`src/rtl/mem_access.sv`:
```
// mem_access: memory pipeline stage with a req/ack data port and registered writeback outputs.
// Optional define MEM_MISALIGN_TRAP_EN: misaligned H/W accesses trap (or_misaligned) instead of issuing.
module mem_access #(
   parameter int XLEN  = 32,
   parameter int OPLEN = 6,
   parameter int XADDR = 5
) (
   input  logic             i_clk,
   input  logic             i_rst,
   input  logic             i_valid,
   input  logic [OPLEN:0]   i_opcode,
   input  logic [XADDR-1:0] i_rd_addr,
   input  logic [XLEN-1:0]  i_alu_result,
   input  logic [XLEN-1:0]  i_rs2_data,
   input  logic [2:0]       i_funct3,
   input  logic [XLEN-1:0]  i_pc,
   input  logic [XLEN-1:0]  i_pc_next,
   output logic             o_dmem_req,
   output logic             o_dmem_we,
   output logic [XLEN-1:0]  o_dmem_addr,
   output logic [XLEN-1:0]  o_dmem_wdata,
   output logic [3:0]       o_dmem_be,
   input  logic             i_dmem_ack,
   input  logic [XLEN-1:0]  i_dmem_rdata,
   output logic             o_stall,
   output logic             or_valid,
   output logic [OPLEN:0]   or_opcode,
   output logic [XADDR-1:0] or_rd_addr,
   output logic [XLEN-1:0]  or_rd_data,
   output logic             or_rd_wr_en,
   output logic [XLEN-1:0]  or_pc
`ifdef MEM_MISALIGN_TRAP_EN
   ,
   output logic             or_misaligned
`endif
);

   localparam logic [OPLEN:0] OP_R     = 7'b0110011;
   localparam logic [OPLEN:0] OP_I     = 7'b0010011;
   localparam logic [OPLEN:0] OP_L     = 7'b0000011;
   localparam logic [OPLEN:0] OP_S     = 7'b0100011;
   localparam logic [OPLEN:0] OP_LUI   = 7'b0110111;
   localparam logic [OPLEN:0] OP_AUIPC = 7'b0010111;
   localparam logic [OPLEN:0] OP_JAL   = 7'b1101111;
   localparam logic [OPLEN:0] OP_JALR  = 7'b1100111;

   typedef enum logic {ST_IDLE = 1'b0, ST_BUSY = 1'b1} state_t;

   state_t            state_r;
   logic [OPLEN:0]    op_r;
   logic [XADDR-1:0]  rd_r;
   logic [2:0]        f3_r;
   logic [1:0]        lane_r;
   logic [XLEN-1:0]   pc_r;

   logic [1:0]        lane_s;
   logic              mem_op_s;
   logic              trap_s;
   logic              issue_s;

   function automatic logic [3:0] lane_be(input logic [1:0] size, input logic [1:0] a);
      case (size)
         2'b00:   lane_be = 4'b0001 << a;
         2'b01:   lane_be = 4'b0011 << a;
         default: lane_be = 4'b1111;
      endcase
   endfunction

   function automatic logic [XLEN-1:0] load_ext(input logic [2:0] f3, input logic [1:0] a,
                                                input logic [XLEN-1:0] word);
      logic [XLEN-1:0] sh;
      sh = word >> {a, 3'b000};
      case (f3)
         3'b000:  load_ext = {{(XLEN-8){sh[7]}}, sh[7:0]};
         3'b001:  load_ext = {{(XLEN-16){sh[15]}}, sh[15:0]};
         3'b100:  load_ext = {{(XLEN-8){1'b0}}, sh[7:0]};
         3'b101:  load_ext = {{(XLEN-16){1'b0}}, sh[15:0]};
         default: load_ext = sh;
      endcase
   endfunction

   function automatic logic writes_rd(input logic [OPLEN:0] op);
      case (op)
         OP_R, OP_I, OP_L, OP_LUI, OP_AUIPC, OP_JAL, OP_JALR: writes_rd = 1'b1;
         default:                                             writes_rd = 1'b0;
      endcase
   endfunction

   function automatic logic [XLEN-1:0] wb_value(input logic [OPLEN:0] op, input logic [XLEN-1:0] alu,
                                                input logic [XLEN-1:0] pc, input logic [XLEN-1:0] pcn);
      case (op)
         OP_JAL, OP_JALR: wb_value = pc + XLEN'(3'd4);
         OP_AUIPC:        wb_value = pcn;
         default:         wb_value = alu;
      endcase
   endfunction

   assign lane_s   = i_alu_result[1:0];
   assign mem_op_s = i_valid && ((i_opcode == OP_L) || (i_opcode == OP_S));
   assign issue_s  = mem_op_s && !trap_s;

`ifdef MEM_MISALIGN_TRAP_EN
   // Halfword accesses need an even address, word accesses a word-aligned one.
   always_comb begin
      trap_s = 1'b0;
      if (mem_op_s) begin
         case (i_funct3[1:0])
            2'b01:   trap_s = lane_s[0];
            2'b10:   trap_s = (lane_s != 2'b00);
            default: trap_s = 1'b0;
         endcase
      end else begin
         trap_s = 1'b0;
      end
   end
`else
   assign trap_s = 1'b0;
`endif

   // Upstream must freeze while a request is being issued or is still waiting for its ack.
   always_comb begin
      o_stall = 1'b0;
      if (i_rst) begin
         o_stall = 1'b0;
      end else if (state_r == ST_BUSY) begin
         o_stall = !i_dmem_ack;
      end else begin
         o_stall = issue_s;
      end
   end

   // Stage FSM: pass-through in IDLE, hold the bus request in BUSY until ack.
   always_ff @(posedge i_clk or posedge i_rst) begin
      if (i_rst) begin
         state_r      <= ST_IDLE;
         op_r         <= '0;
         rd_r         <= '0;
         f3_r         <= 3'b000;
         lane_r       <= 2'b00;
         pc_r         <= '0;
         o_dmem_req   <= 1'b0;
         o_dmem_we    <= 1'b0;
         o_dmem_addr  <= '0;
         o_dmem_wdata <= '0;
         o_dmem_be    <= 4'b0000;
         or_valid     <= 1'b0;
         or_opcode    <= '0;
         or_rd_addr   <= '0;
         or_rd_data   <= '0;
         or_rd_wr_en  <= 1'b0;
         or_pc        <= '0;
`ifdef MEM_MISALIGN_TRAP_EN
         or_misaligned <= 1'b0;
`endif
      end else begin
         case (state_r)
            ST_IDLE: begin
`ifdef MEM_MISALIGN_TRAP_EN
               or_misaligned <= 1'b0;
`endif
               if (issue_s) begin
                  state_r      <= ST_BUSY;
                  op_r         <= i_opcode;
                  rd_r         <= i_rd_addr;
                  f3_r         <= i_funct3;
                  lane_r       <= lane_s;
                  pc_r         <= i_pc;
                  o_dmem_req   <= 1'b1;
                  o_dmem_we    <= (i_opcode == OP_S);
                  o_dmem_addr  <= {i_alu_result[XLEN-1:2], 2'b00};
                  o_dmem_wdata <= i_rs2_data << {lane_s, 3'b000};
                  o_dmem_be    <= lane_be(i_funct3[1:0], lane_s);
                  or_valid     <= 1'b0;
                  or_rd_wr_en  <= 1'b0;
               end else if (i_valid) begin
                  or_valid     <= 1'b1;
                  or_opcode    <= i_opcode;
                  or_rd_addr   <= i_rd_addr;
                  or_pc        <= i_pc;
                  or_rd_data   <= wb_value(i_opcode, i_alu_result, i_pc, i_pc_next);
                  or_rd_wr_en  <= writes_rd(i_opcode) && (i_rd_addr != '0) && !trap_s;
`ifdef MEM_MISALIGN_TRAP_EN
                  or_misaligned <= trap_s;
`endif
               end else begin
                  or_valid     <= 1'b0;
                  or_rd_wr_en  <= 1'b0;
               end
            end
            ST_BUSY: begin
               if (i_dmem_ack) begin
                  state_r     <= ST_IDLE;
                  o_dmem_req  <= 1'b0;
                  or_valid    <= 1'b1;
                  or_opcode   <= op_r;
                  or_rd_addr  <= rd_r;
                  or_pc       <= pc_r;
                  or_rd_wr_en <= (op_r == OP_L) && (rd_r != '0);
                  if (op_r == OP_L) begin
                     or_rd_data <= load_ext(f3_r, lane_r, i_dmem_rdata);
                  end else begin
                     or_rd_data <= {o_dmem_addr[XLEN-1:2], lane_r};
                  end
               end else begin
                  or_valid    <= 1'b0;
                  or_rd_wr_en <= 1'b0;
               end
            end
            default: begin
               state_r    <= ST_IDLE;
               o_dmem_req <= 1'b0;
            end
         endcase
      end
   end

endmodule

```
`config.mk`:
```
export PLATFORM = sky130hd
export DESIGN_NAME = mem_access
export DESIGN_NICKNAME = d
export VERILOG_FILES = /design/src/rtl/mem_access.sv
export SDC_FILE = /design/constraint.sdc
export NUM_CORES = 1
export LEC_CHECK = 0
export CELL_PAD_IN_SITES_DETAIL_PLACEMENT = 0
export CELL_PAD_IN_SITES_GLOBAL_PLACEMENT = 1
export CORE_MARGIN = 5
export CORE_UTILIZATION = 35
export DETAILED_ROUTE_END_ITERATION = 10
export DONT_BUFFER_PORTS = 1
export PLACE_DENSITY = 0.67
export SYNTH_ARGS = -nofsm -noshare
export SYNTH_HDL_FRONTEND = slang
export SYNTH_SLANG_ARGS = --single-unit
```
`constraint.sdc`:
```
create_clock -name i_clk -period 6.7 [get_ports i_clk]
set_input_delay 0.67 -clock i_clk [delete_from_list [all_inputs] [get_ports i_clk]]
set_output_delay 0.67 -clock i_clk [all_outputs]
set_load 0.02 [all_outputs]
```
== After elaboration in Yosys (flattened, before gate mapping) ==
Index checks and enable logic that the tools add are counted.

* Bits in registers: 196
* Input port bits: 179
* Word-level logic and storage cells: 94

* Shifts and indexed selects: 4
* $add $sub $neg: 1
* Muxes and demuxes: 40
* Eq/ne operators: 17
* Bitwise gates (word level): 1
* Reductions and logical operators: 14

{| class="wikitable"
|+ Operator list
! kind !! number
|-
| $mux W32 || 7
|-
| $pmux W32 S2 || 3
|-
| $pmux W32 S4 || 1
|-
| $add A32 B3 Y32 const B || 1
|-
| $shl A32 B5 Y32 || 1
|-
| $shr A32 B5 Y32 || 1
|-
| $eq A7 B6 Y1 const B || 3
|-
| $mux W7 || 3
|-
| $mux W1 || 16
|-
| $mux W5 || 3
|-
| $eq A7 B2 Y1 const B || 2
|-
| $eq A7 B5 Y1 const B || 2
|-
| $eq A7 B7 Y1 const B || 2
|-
| $pmux W7 S2 || 1
|-
| $pmux W5 S2 || 1
|-
| $reduce_bool A5 Y1 || 2
|-
| $ne A2 B2 Y1 const B || 4
|-
| $pmux W1 S2 || 4
|-
| $pmux W4 S2 || 1
|-
| $reduce_or A7 Y1 || 1
|-
| $eq A3 B3 Y1 const B || 2
|-
| $reduce_and A2 Y1 || 2
|-
| $shl A1 B2 Y4 const A || 1
|-
| $shl A2 B2 Y4 const A || 1
|-
| 10 further kinds || 12
|}

== Depth between registers and ports, before layout ==
Gate-level depths: netlist of run 1.

* Depth in word-level cells: 10
* Gate-level depth with buffers: 8

== Worst setup path before layout of run 1 ==
Ideal clock, no wire load.

* Path type: input port to output port
* From: input port i_rst
* To: output port o_stall
* Slack: 0.715 ns
* Stages on the path: 2
* Data arrival time: 5.315 ns
* Required time: 6.030 ns
* Cell sequence: inv_1 -> and2_1

* Word-level cells in the longest chain between the ends: 1

{| class="wikitable"
|+ RTL lines
! what !! line !! RTL
|-
| from (decl) || 9 || <nowiki>input logic i_rst,</nowiki>
|-
| $mux W1 || 123 || <nowiki>if (i_rst) begin</nowiki>
|-
| to (decl) || 25 || <nowiki>output logic o_stall,</nowiki>
|}

Every way passes these cells.

== Final worst setup path of run 1 ==
* From: register state_r
* To: output port o_stall

* Word-level cells in the longest chain between the ends: 2

{| class="wikitable"
|+ RTL lines
! what !! line !! RTL
|-
| from (decl) || 49 || <nowiki>state_t state_r;</nowiki>
|-
| from (signal assigned) || 135 || <nowiki>state_r <= ST_IDLE;</nowiki>
|-
| from (signal assigned) || 162 || <nowiki>state_r <= ST_BUSY;</nowiki>
|-
| from (signal assigned) || 192 || <nowiki>state_r <= ST_IDLE;</nowiki>
|-
| $mux W1 || 125 || <nowiki>end else if (state_r == ST_BUSY) begin</nowiki>
|-
| $mux W1 || 123 ||
|}

Every way passes these cells.

==> impl_metrics.csv, run 1 <==
group,metric,value,unit
run_status,outcome,"finished, final reports clean",
detailed_routing,via_count,8592,
logic_synthesis,synth.area.top_cells,"dfrtp_1 47%, nand2_1 12%, mux2i_1 7.6%, o21ai_0 4.9%, a21oi_1 2.8%",
logic_synthesis,synth_cell_type_count,65,
cts,cts_buffers,17,
logic_synthesis,async_flop_share,100,%
pwr,design_power_total,3.01,mW
logic_synthesis,ys_warn_count,0,
cells_and_area,nets,1297,
grt,antenna_found_initial,1,
placement,gp_congestion,0.824,
critical_path,cp_max_fo,35,
pwr,ir_drop,0.167,mV
grt,first_global_vias,8651,
cts,post_cts_buffers,0,
cts,ctsResizeCount,0,
critical_path,end_kind,"output port",
floorplan,row_count,63,
sta,finalCritPeriodShare,55.0,%
sta,fmax,0.271,GHz
pwr,switching_share,33.1,%
detailed_routing,wl_per_cell,25.2,um
sta,finalWorstSetupSlack,3010,ps
detailed_routing,drcViolationCount,0,
sta,finalSetupViolCount,0,
detailed_routing,firstDrtPassIters,5,
logic_synthesis,netlist_instances,1176,
sta,worst_pin_slew,1110,ps
logic_synthesis,synthFlopType,"dfrtp_1",
critical_path,reg2reg_to,"or_rd_data[7]$_DFFE_PP0P_",
cells_and_area,regArea,4910,um2
logic_synthesis,synth_common_cells,"334 x nand2_1, 196 x dfrtp_1, 101 x o21ai_0",
critical_path,path_cells,"buf_4, inv_1, o21ai_0, and2_1",
cts,clock_latency,450,ps
floorplan,ios,328,
critical_path,critical_path_class,"flop to output port",
critical_path,critPathRequiredTime,6030,ps
critical_path,critical-path-slowest-cell,"dfrtp_4",
cts,h-tree-depth,4,
logic_synthesis,yosys.area.top_type,"dfrtp_1",
detailed_routing,ant_nets,0,
critical_path,reg2reg_depth,4,
floorplan,core,29500,um2
cells_and_area,drive_gt1_share,7.08,%
logic_synthesis,syn_area,10400,um2
floorplan,dieArea,33200,um2
critical_path,r2r_start,"state_r$_DFF_PP0_",
cts,ctsHoldBuffers,0,
critical_path,cp-start-kind,"flop",
critical_path,worst_path_largest_cell_delay,730,ps
sta,slew_viol_final,0,
cells_and_area,area_delta_synth_final,8.16,%
pwr,internal_power,2.02,mW
job,drv_cap,0,
grt,grt_usage,22.5,%
sta,tns,0,ps
critical_path,crit_path_start,"state_r$_DFF_PP0_",
logic_synthesis,synth.avg_cell_area,8.84,um2
pwr,clkPwrFrac,36.2,%
pwr,power.net_switching,996,uW
critical_path,crit_arrival,3020,ps
logic_synthesis,synth_top_area_share,47.2,%
placement,io_buffers,0,
pwr,p_seq_share,52.4,%
floorplan,fp.dieW,182,um
detailed_routing,vias_per_cell,5.65,
hold_path,hold_path.class,"primary input to asynchronous set/reset pin",
cells_and_area,nFillCells,3014,
pwr,power.density,268,nW/um2
placement,dp_hpwl,27.9,mm
cts,clockRootBuffer,"clkbuf_16",
critical_path,crit_path_end,"o_stall",
detailed_routing,wl,38.3,mm
critical_path,r2r_slack,3390,ps
pwr,p_leak,4.83,nW
logic_synthesis,ys_ff_latch,196,
grt,grt_overflow_total,0,
detailed_routing,drt_iter0_drc,645,
cts,clk_path_buf_depth,2,
logic_synthesis,synth_edf_count,0,
sta,finalHoldViolCount,0,
cells_and_area,multi_input_area,5130,um2
floorplan,die_y,182,um
cts,cts_sinks,196,
sta,slew_headroom,25.9,%
grt,grt_first_pass_wirelength,57.1,mm
sta,fin_crit,3690,ps
sta,finClkSkew,13.7,ps
sta,grt_setup_unrepaired,"false",
cts,cts_tree,"yes",
cts,clk_pin_slew,80,ps
placement,place_worst_setup_slack,3000,ps
logic_synthesis,yosysSeqAreaShare,47.2,%
pwr,comb_power_share,11.4,%
logic_synthesis,yosysMostFrequentCell,"nand2_1",
floorplan,start_util,35.2,%
grt,grt_start_max_net_pins,126,
==> cells by family after synthesis <==
kind of cell | Yosys count | synth area share [%]
compound gates | 284 | 17.6
xor+xnor | 13 | 1.10
fa+ha+maj | 1 | 0.120
buf+inv | 97 | 3.72
flops | 196 | 47.2
mux | 97 | 9.56
other cells | 1 | 0.0361
simple gates | 487 | 20.7
==> per-stage QoR <==
step                area (um2)  utilization [%]  hold slack (ps)  cells
finish                   11200             38.1              228   1521
detailed placement       10600             36.1              462   1488
global route             11200             38.1              295   1521
global placement         10600             36.1              457   1488
CTS                      11200             38.1              292   1520
floorplan                10400                -              445   1177
==> worst min-delay path by stage <==
stage	slack, ps	cells after the start	from	endpoint
final	230	1	i_rst	o_dmem_we$_DFFE_PP0P_
after floorplan	450	2	pc_r[0]$_DFFE_PP0P_	pc_r[0]$_DFFE_PP0P_
after global placement	460	2	pc_r[3]$_DFFE_PP0P_	pc_r[3]$_DFFE_PP0P_
after global routing	300	1	i_alu_result[1]	o_dmem_wdata[15]$_DFFE_PP0P_
after detailed placement	460	2	pc_r[5]$_DFFE_PP0P_	pc_r[5]$_DFFE_PP0P_
after CTS	290	1	i_alu_result[1]	o_dmem_wdata[14]$_DFFE_PP0P_
==> cells in the final DEF, fill, tap and decap left out, types with 12 or more instances in the layout <==
master | netlist | final
nor2b_1 | 13 | 13
nand3_1 | 18 | 17
nor3_1 | 14 | 14
a22oi_1 | 13 | 12
o31ai_1 | 12 | 12
mux2i_1 | 79 | 79
clkbuf_16 | 0 | 17
mux2_2 | 18 | 18
nor2_1 | 34 | 32
o21ai_0 | 101 | 101
nand2_1 | 334 | 334
dfrtp_1 | 196 | 195
a211oi_1 | 20 | 20
a21oi_1 | 58 | 58
==> final cells by class <==
| cell class | count | share of cell area (%) |
|---|---|---|
| Inverter | 9 | 0.367 |
| Tap cell | 390 | 4.34 |
| Clock inverter | 14 | 1.48 |
| Antenna cell | 1 | 0.0223 |
| Multi-Input combinational cell | 884 | 45.7 |
| Sequential cell | 196 | 43.7 |
| Clock buffer | 18 | 3.82 |
| Timing Repair Buffer | 9 | 0.601 |
==> registers in the layout, summed over array words and instances, names as in the netlist <==
| register | flops |
|---|---|
| o_dmem_we | 1 |
| lane_r | 2 |
| o_dmem_addr | 30 |
| f3_r | 3 |
| or_valid | 1 |
| or_rd_wr_en | 1 |
| or_rd_data | 32 |
| or_opcode | 7 |
| state_r | 1 |
| o_dmem_wdata | 32 |
| op_r | 7 |
| pc_r | 32 |
| or_pc | 32 |
| o_dmem_be | 4 |
| or_rd_addr | 5 |
| rd_r | 5 |
| o_dmem_req | 1 |
==> worst max-delay path, delay by kind of cell, from the launching register on <==
kind                   cells  cell delay, ps
AOI/OAI and AO/OA          1             390
buffers and inverters      2            1070
DFF                        1             730
and+or+nand+nor            1             310
==> power by group through the flow <==
| stage | logic [mW] | clock network, mW | registers, mW |
|---|---|---|---|
| after global routing | 0.391 | 1.16 | 1.60 |
| final | 0.343 | 1.09 | 1.58 |
| after detailed placement | 0.347 | 0 | 1.60 |
| after global placement | 0.339 | 0 | 1.60 |
| after floorplan | 0.287 | 0 | 1.54 |
| after CTS | 0.348 | 1.11 | 1.58 |
==> layer usage <==
layer  wire length (um)  track usage (%)  vias to the layer above
li1                   -                -                     4023
met1              16100             28.9                     4194
met2              18000             36.2                      339
met3               3560             8.59                       36
met4                671             5.16                        0
met5                  0                0                        -
(Power assumes the default switching activity.)
==> inputs of run 2 (changes only) <==
- clock period: 6.7 -> 3.5 ns (I/O delays scaled with it)
==> run 2 against run 1 <==
Against the previous run: die area unchanged; first-iteration DRC count up 3.6%; flip-flop and latch count unchanged; worst hold slack worse by 210 ps; via count up 3.0%.
==> impl_metrics.csv, run 2 (same netlist as run 1, synthesis figures left out) <==
group,metric,value,unit
run_status,outcome,"finished, final reports clean",
sta,finClkSkew,10.9,ps
sta,finalHoldViolCount,0,
pwr,p_seq_share,52.5,%
critical_path,cp_max_fo,37,
cells_and_area,nFillCells,2957,
grt,first_global_vias,9053,
floorplan,core,29500,um2
detailed_routing,drt_iter0_drc,668,
detailed_routing,ant_nets,0,
detailed_routing,drcViolationCount,0,
sta,fmax,0.330,GHz
critical_path,critPathRequiredTime,3150,ps
cts,clk_pin_slew,80,ps
sta,slew_viol_final,0,
placement,dp_hpwl,28.8,mm
critical_path,critical_path_class,"flop to output port",
pwr,power.net_switching,1.83,mW
cells_and_area,drive_gt1_share,7.43,%
cts,clockRootBuffer,"clkbuf_16",
placement,gp_congestion,0.818,
pwr,ir_drop,0.334,mV
cts,cts_buffers,17,
job,drv_cap,0,
critical_path,end_kind,"output port",
critical_path,cp-start-kind,"flop",
sta,worst_pin_slew,1120,ps
floorplan,fp.dieW,182,um
grt,grt_start_max_net_pins,156,
grt,grt_first_pass_wirelength,58.9,mm
critical_path,crit_arrival,2680,ps
sta,finalSetupViolCount,0,
cts,ctsResizeCount,0,
cts,cts_tree,"yes",
pwr,clkPwrFrac,34.8,%
sta,finalCritPeriodShare,86.6,%
cts,clk_path_buf_depth,2,
grt,antenna_found_initial,2,
cts,clock_latency,440,ps
cells_and_area,final_cell_area,11800,um2
detailed_routing,vias_per_cell,5.61,
cells_and_area,final_common_cell,"nand2_1",
sta,fin_crit,3030,ps
pwr,comb_power_share,12.6,%
pwr,power.density,488,nW/um2
floorplan,row_count,63,
sta,grt_setup_unrepaired,"false",
pwr,internal_power,3.91,mW
sta,whs,21.5,ps
grt,grt_overflow_total,0,
floorplan,start_util,35.2,%
cells_and_area,final_cell_mix,"334 x nand2_1, 195 x dfrtp_1, 101 x o21ai_0",
cts,post_cts_buffers,0,
cts,cts_sinks,196,
cells_and_area,nets,1353,
pwr,switching_share,31.9,%
floorplan,die_y,182,um
cts,h-tree-depth,4,
detailed_routing,firstDrtPassIters,5,
sta,slew_headroom,25.6,%
detailed_routing,wl_per_cell,25.0,um
pwr,p_leak,5.06,nW
grt,grt_usage,23.2,%
detailed_routing,wl,39.5,mm
placement,dpl-instance-area,10700,um2
floorplan,dieArea,33200,um2
cells_and_area,area_delta_synth_final,13.3,%
detailed_routing,via_count,8851,
placement,io_buffers,0,
hold_path,hold_path.class,"primary input to flop",
floorplan,ios,328,
## run 2: repair_timing
action / 4_1_cts / 5_1_grt
hold endpoints to repair: 68 / 0
setup endpoints to repair: 0 / 0
hold buffers: 45 / 0
## run 2: layout make-up
type / instances / area (um2) / area share, %
inverters: 9 / 37.5 / 0.319
flip-flops and latches: 196 / 4910 / 41.7
multi-input cells: 884 / 5130 / 43.6
clock buffers: 21 / 460 / 3.91
diodes: 3 / 7.51 / 0.0638
repair buffers: 65 / 626 / 5.32
well taps: 390 / 488 / 4.15
clock inverters: 9 / 106 / 0.904
## run 2: power groups by stage
stage          Combinational (mW)  Sequential [mW]  Clock [mW]
2_1_floorplan               0.550             2.94           0
3_3_place_gp                0.671             3.06           0
3_5_place_dp                0.685             3.07           0
4_1_cts                     0.733             3.02        2.06
5_1_grt                     0.822             3.05        2.14
6_report                    0.725             3.02        2.00
## run 2: worst paths after layout
kind / cells after the start / end / slack (ps) / start
setup / recovery: 4 / o_stall / 470 / state_r$_DFF_PP0_
hold / removal: 2 / o_dmem_addr[3]$_DFFE_PP0P_ / 20 / i_alu_result[3]
setup reg to reg: 7 / or_rd_data[6]$_DFFE_PP0P_ / 890 / state_r$_DFF_PP0_
hold reg to reg: 2 / pc_r[2]$_DFFE_PP0P_ / 480 / pc_r[2]$_DFFE_PP0P_
max in group asynchronous: 3 / or_rd_data[13]$_DFFE_PP0P_ / 1800 / i_rst
min in group asynchronous: 2 / o_dmem_addr[17]$_DFFE_PP0P_ / 400 / i_rst
## run 2: worst max-delay path, stage by stage (launching register included)
cell	delay, ps
dfrtp_4	700
buf_4	620
inv_1	230
o21ai_0	330
and2_1	310
## run 2: layer usage
| layer | vias up | share of wire, % | wire [um] | GRT usage, % |
|---|---|---|---|---|
| met5 | - | 0 | 0 | 0 |
| met4 | 0 | 2.9 | 1140 | 7.63 |
| met3 | 55 | 8.9 | 3490 | 8.15 |
| met2 | 343 | 47 | 18500 | 37.4 |
| met1 | 4316 | 41 | 16300 | 29.2 |
| li1 | 4137 | - | - | - |
## run 2: stage by stage
step | std cells | util [%] | power, mW | setup TNS, ps | setup slack, ps
2_1_floorplan | 1177 | - | 3.49 | -614 | -614
3_3_place_gp | 1499 | 36.4 | 3.73 | 0 | 865
3_5_place_dp | 1499 | 36.4 | 3.75 | 0 | 878
4_1_cts | 1574 | 39.9 | 5.81 | 0 | 408
5_1_grt | 1576 | 39.9 | 6.02 | 0 | 280
6_report | 1577 | 39.9 | 5.74 | 0 | 468
==> inputs of run 3 (changes only) <==
--- a/config.mk
+++ b/config.mk
@@ -6,4 +6,5 @@
 export NUM_CORES = 1
 export LEC_CHECK = 0
+export ABC_AREA = 1
 export CELL_PAD_IN_SITES_DETAIL_PLACEMENT = 0
 export CELL_PAD_IN_SITES_GLOBAL_PLACEMENT = 1
@@ -12,5 +13,5 @@
 export DETAILED_ROUTE_END_ITERATION = 10
 export DONT_BUFFER_PORTS = 1
-export PLACE_DENSITY = 0.67
+export PLACE_DENSITY = 0.69
 export SYNTH_ARGS = -nofsm -noshare
 export SYNTH_HDL_FRONTEND = slang
==> constraint.sdc (replaced) <==
create_clock -name i_clk -period 3.5 [get_ports i_clk]
set_input_delay 1.05 -clock i_clk [delete_from_list [all_inputs] [get_ports i_clk]]
set_output_delay 1.05 -clock i_clk [all_outputs]
set_load 0.02 [all_outputs]
==> run 3 against run 2 <==
Against the previous run: first-iteration DRC count up 34%; wire length up 9.3%; clock skew is 5.1 ps higher; critical path depth increased by 3; synthesized area increased by 7.9%; clock power up 5%; critical endpoint unchanged; largest cell class unchanged.
==> impl_metrics.csv, run 3 <==
group,metric,value,unit
floorplan,ios,328,
floorplan,dieArea,35700,um2
critical_path,critPathRequiredTime,2450,ps
logic_synthesis,synth_top_area_share,43.8,%
logic_synthesis,synth_top_family_by_area,"simple AND/OR/NAND/NOR gates",
logic_synthesis,synthFlopType,"dfrtp_1",
cts,cts_buffers,17,
critical_path,cp_max_fo,3,
logic_synthesis,ys_warn_count,0,
logic_synthesis,synth_cell_type_count,37,
cts,clock_latency,470,ps
sta,slew_headroom,31.9,%
floorplan,core,31600,um2
sta,grt_setup_unrepaired,"false",
cts,clk_path_buf_depth,2,
sta,finalWorstSetupSlack,610,ps
detailed_routing,firstDrtPassIters,6,
logic_synthesis,syn_area,11200,um2
cts,cts_sinks,196,
job,drv_cap,0,
pwr,ir_drop,0.337,mV
critical_path,critPathBufInv,2,
hold_path,hold_path.class,"flop to flop",
cts,cts_tree,"yes",
run_status,outcome,"finished, final reports clean",
logic_synthesis,synth.area.top_cells,"dfrtp_1 44%, nand2_1 18%, nand3_1 7.6%, nor2_1 6.0%, o21ai_0 5.2%",
sta,fin_crit,2890,ps
critical_path,cp-start-kind,"primary input",
logic_synthesis,synth_common_cells,"533 x nand2_1, 196 x dfrtp_1, 180 x nor2_1",
logic_synthesis,synthMuxAreaShare,0.715,%
detailed_routing,vias_per_cell,5.27,
placement,gp_congestion,0.903,
pwr,power.density,498,nW/um2
grt,grt_start_max_net_pins,122,
cts,post_cts_buffers,0,
grt,grt_first_pass_wirelength,65.1,mm
placement,dp_hpwl,32.1,mm
logic_synthesis,synthSimpleGateAreaFrac,33.4,%
cts,clockRootBuffer,"clkbuf_16",
sta,worst_pin_slew,1020,ps
cts,ctsResizeCount,0,
logic_synthesis,yosys.area.top_type,"dfrtp_1",
floorplan,die_y,189,um
cts,clk_pin_slew,70,ps
sta,fmax,0.346,GHz
detailed_routing,via_count,10500,
cells_and_area,drive_gt1_share,5.65,%
placement,placed_cells,1965,
critical_path,end_kind,"output port",
detailed_routing,wl_per_cell,21.6,um
critical_path,crit_arrival,1840,ps
logic_synthesis,async_flop_share,100,%
critical_path,path_cells,"nand2_1, nor2_4, inv_2, nor2_1, nand2_4, a21oi_1, buf_4",
detailed_routing,ant_nets,0,
sta,finClkSkew,16.0,ps
sta,finalSetupViolCount,0,
floorplan,fp.dieW,189,um
logic_synthesis,synth-adder-area-share,0.112,%
grt,first_global_vias,10300,
logic_synthesis,yosysSeqAreaShare,43.8,%
detailed_routing,drt_iter0_drc,894,
critical_path,worst_path_largest_cell_delay,160,ps
sta,slew_viol_final,0,
placement,io_buffers,0,
cells_and_area,final_common_cell,"nand2_1",
cells_and_area,area_delta_synth_final,8.10,%
cts,ctsHoldBuffers,0,
critical_path,r2r_slack,900,ps
grt,antenna_found_initial,0,
floorplan,row_count,65,
pwr,design_power_total,6.03,mW
cells_and_area,stdcell_count,1996,
critical_path,critical_path_class,"primary input to output port",
cells_and_area,final_cell_mix,"532 x nand2_1, 195 x dfrtp_1, 179 x nor2_1",
logic_synthesis,yosys.area_share.xor_xnor,0,%
critical_path,path_delay_family,"simple AND/OR/NAND/NOR gates",
logic_synthesis,yosysMostFrequentCell,"nand2_1",
grt,grt_usage,23.9,%
sta,finalHoldViolCount,0,
logic_synthesis,synth_edf_count,0,
sta,tns,0,ps
placement,place_worst_setup_slack,600,ps
grt,grt_overflow_total,0,
logic_synthesis,ys_ff_latch,196,
sta,finalCritPeriodShare,82.6,%
logic_synthesis,netlist_instances,1636,
pwr,p_leak,5.93,nW
cells_and_area,nets,1762,
cells_and_area,n_antenna_cell,0,
floorplan,start_util,35.5,%
logic_synthesis,synth_compound_area_share,12.8,%
detailed_routing,drcViolationCount,0,
critical_path,critical-path-slowest-cell,"buf_4",
cts,h-tree-depth,4,
detailed_routing,wl,43.1,mm
logic_synthesis,synth.avg_cell_area,6.85,um2
[run 3: kinds of logic after synthesis]
group | Yosys count
muxes | 8
and+or+nand+nor | 914
other | 1
AOI/OAI and AO/OA | 268
DFF | 196
adders and majority gates | 1
buffers and inverters | 248
[run 3: routing by layer]
layer  GRT usage, %  share of wire (%)
met3           9.70                 11
met5              0                  0
met1           31.6                 43
met2           36.5                 44
met4           6.70                2.6
[run 3: final cells by class]
type                    instances  area (um2)
fillers                      3428       19400
multi-input cells            1193        5290
flip-flops and latches        196        4910
inverters                     147         559
well taps                     402         503
clock buffers                  21         450
repair buffers                 27         253
clock inverters                10         148
[run 3: final timing paths]
check                                       from  cells after the start                            to
max                                  i_opcode[1]                      7                       o_stall
min                          pc_r[0]$_DFFE_PP0P_                      2           pc_r[0]$_DFFE_PP0P_
max reg2reg                lane_r[0]$_DFFE_PP0P_                      7    or_rd_data[16]$_DFFE_PP0P_
min reg2reg                  pc_r[0]$_DFFE_PP0P_                      2           pc_r[0]$_DFFE_PP0P_
max in group asynchronous                  i_rst                      2   o_dmem_addr[15]$_DFFE_PP0P_
min in group asynchronous                  i_rst                      2  o_dmem_wdata[15]$_DFFE_PP0P_
[run 3: stage by stage]
step	hold WS, ps	instance area [um2]	utilization [%]
6_report	492	12100	38.4
4_1_cts	496	12100	38.4
5_1_grt	522	12100	38.4
3_3_place_gp	469	11500	36.5
2_1_floorplan	454	11200	-
3_5_place_dp	478	11500	36.5
[run 3: tightest hold or removal path: stages, from the launching register on]
cell,delay (ps)
dfrtp_1,350
mux2i_1,70
inv_1,50
[run 3: power by group]
| group | switching, mW | leakage [nW] | internal [mW] |
|---|---|---|---|
| clock | 0.960 | 0.280 | 1.15 |
| sequential | 0.561 | 2.39 | 2.57 |
| combinational | 0.509 | 3.27 | 0.283 |
| total | 2.03 | 5.93 | 4.00 |
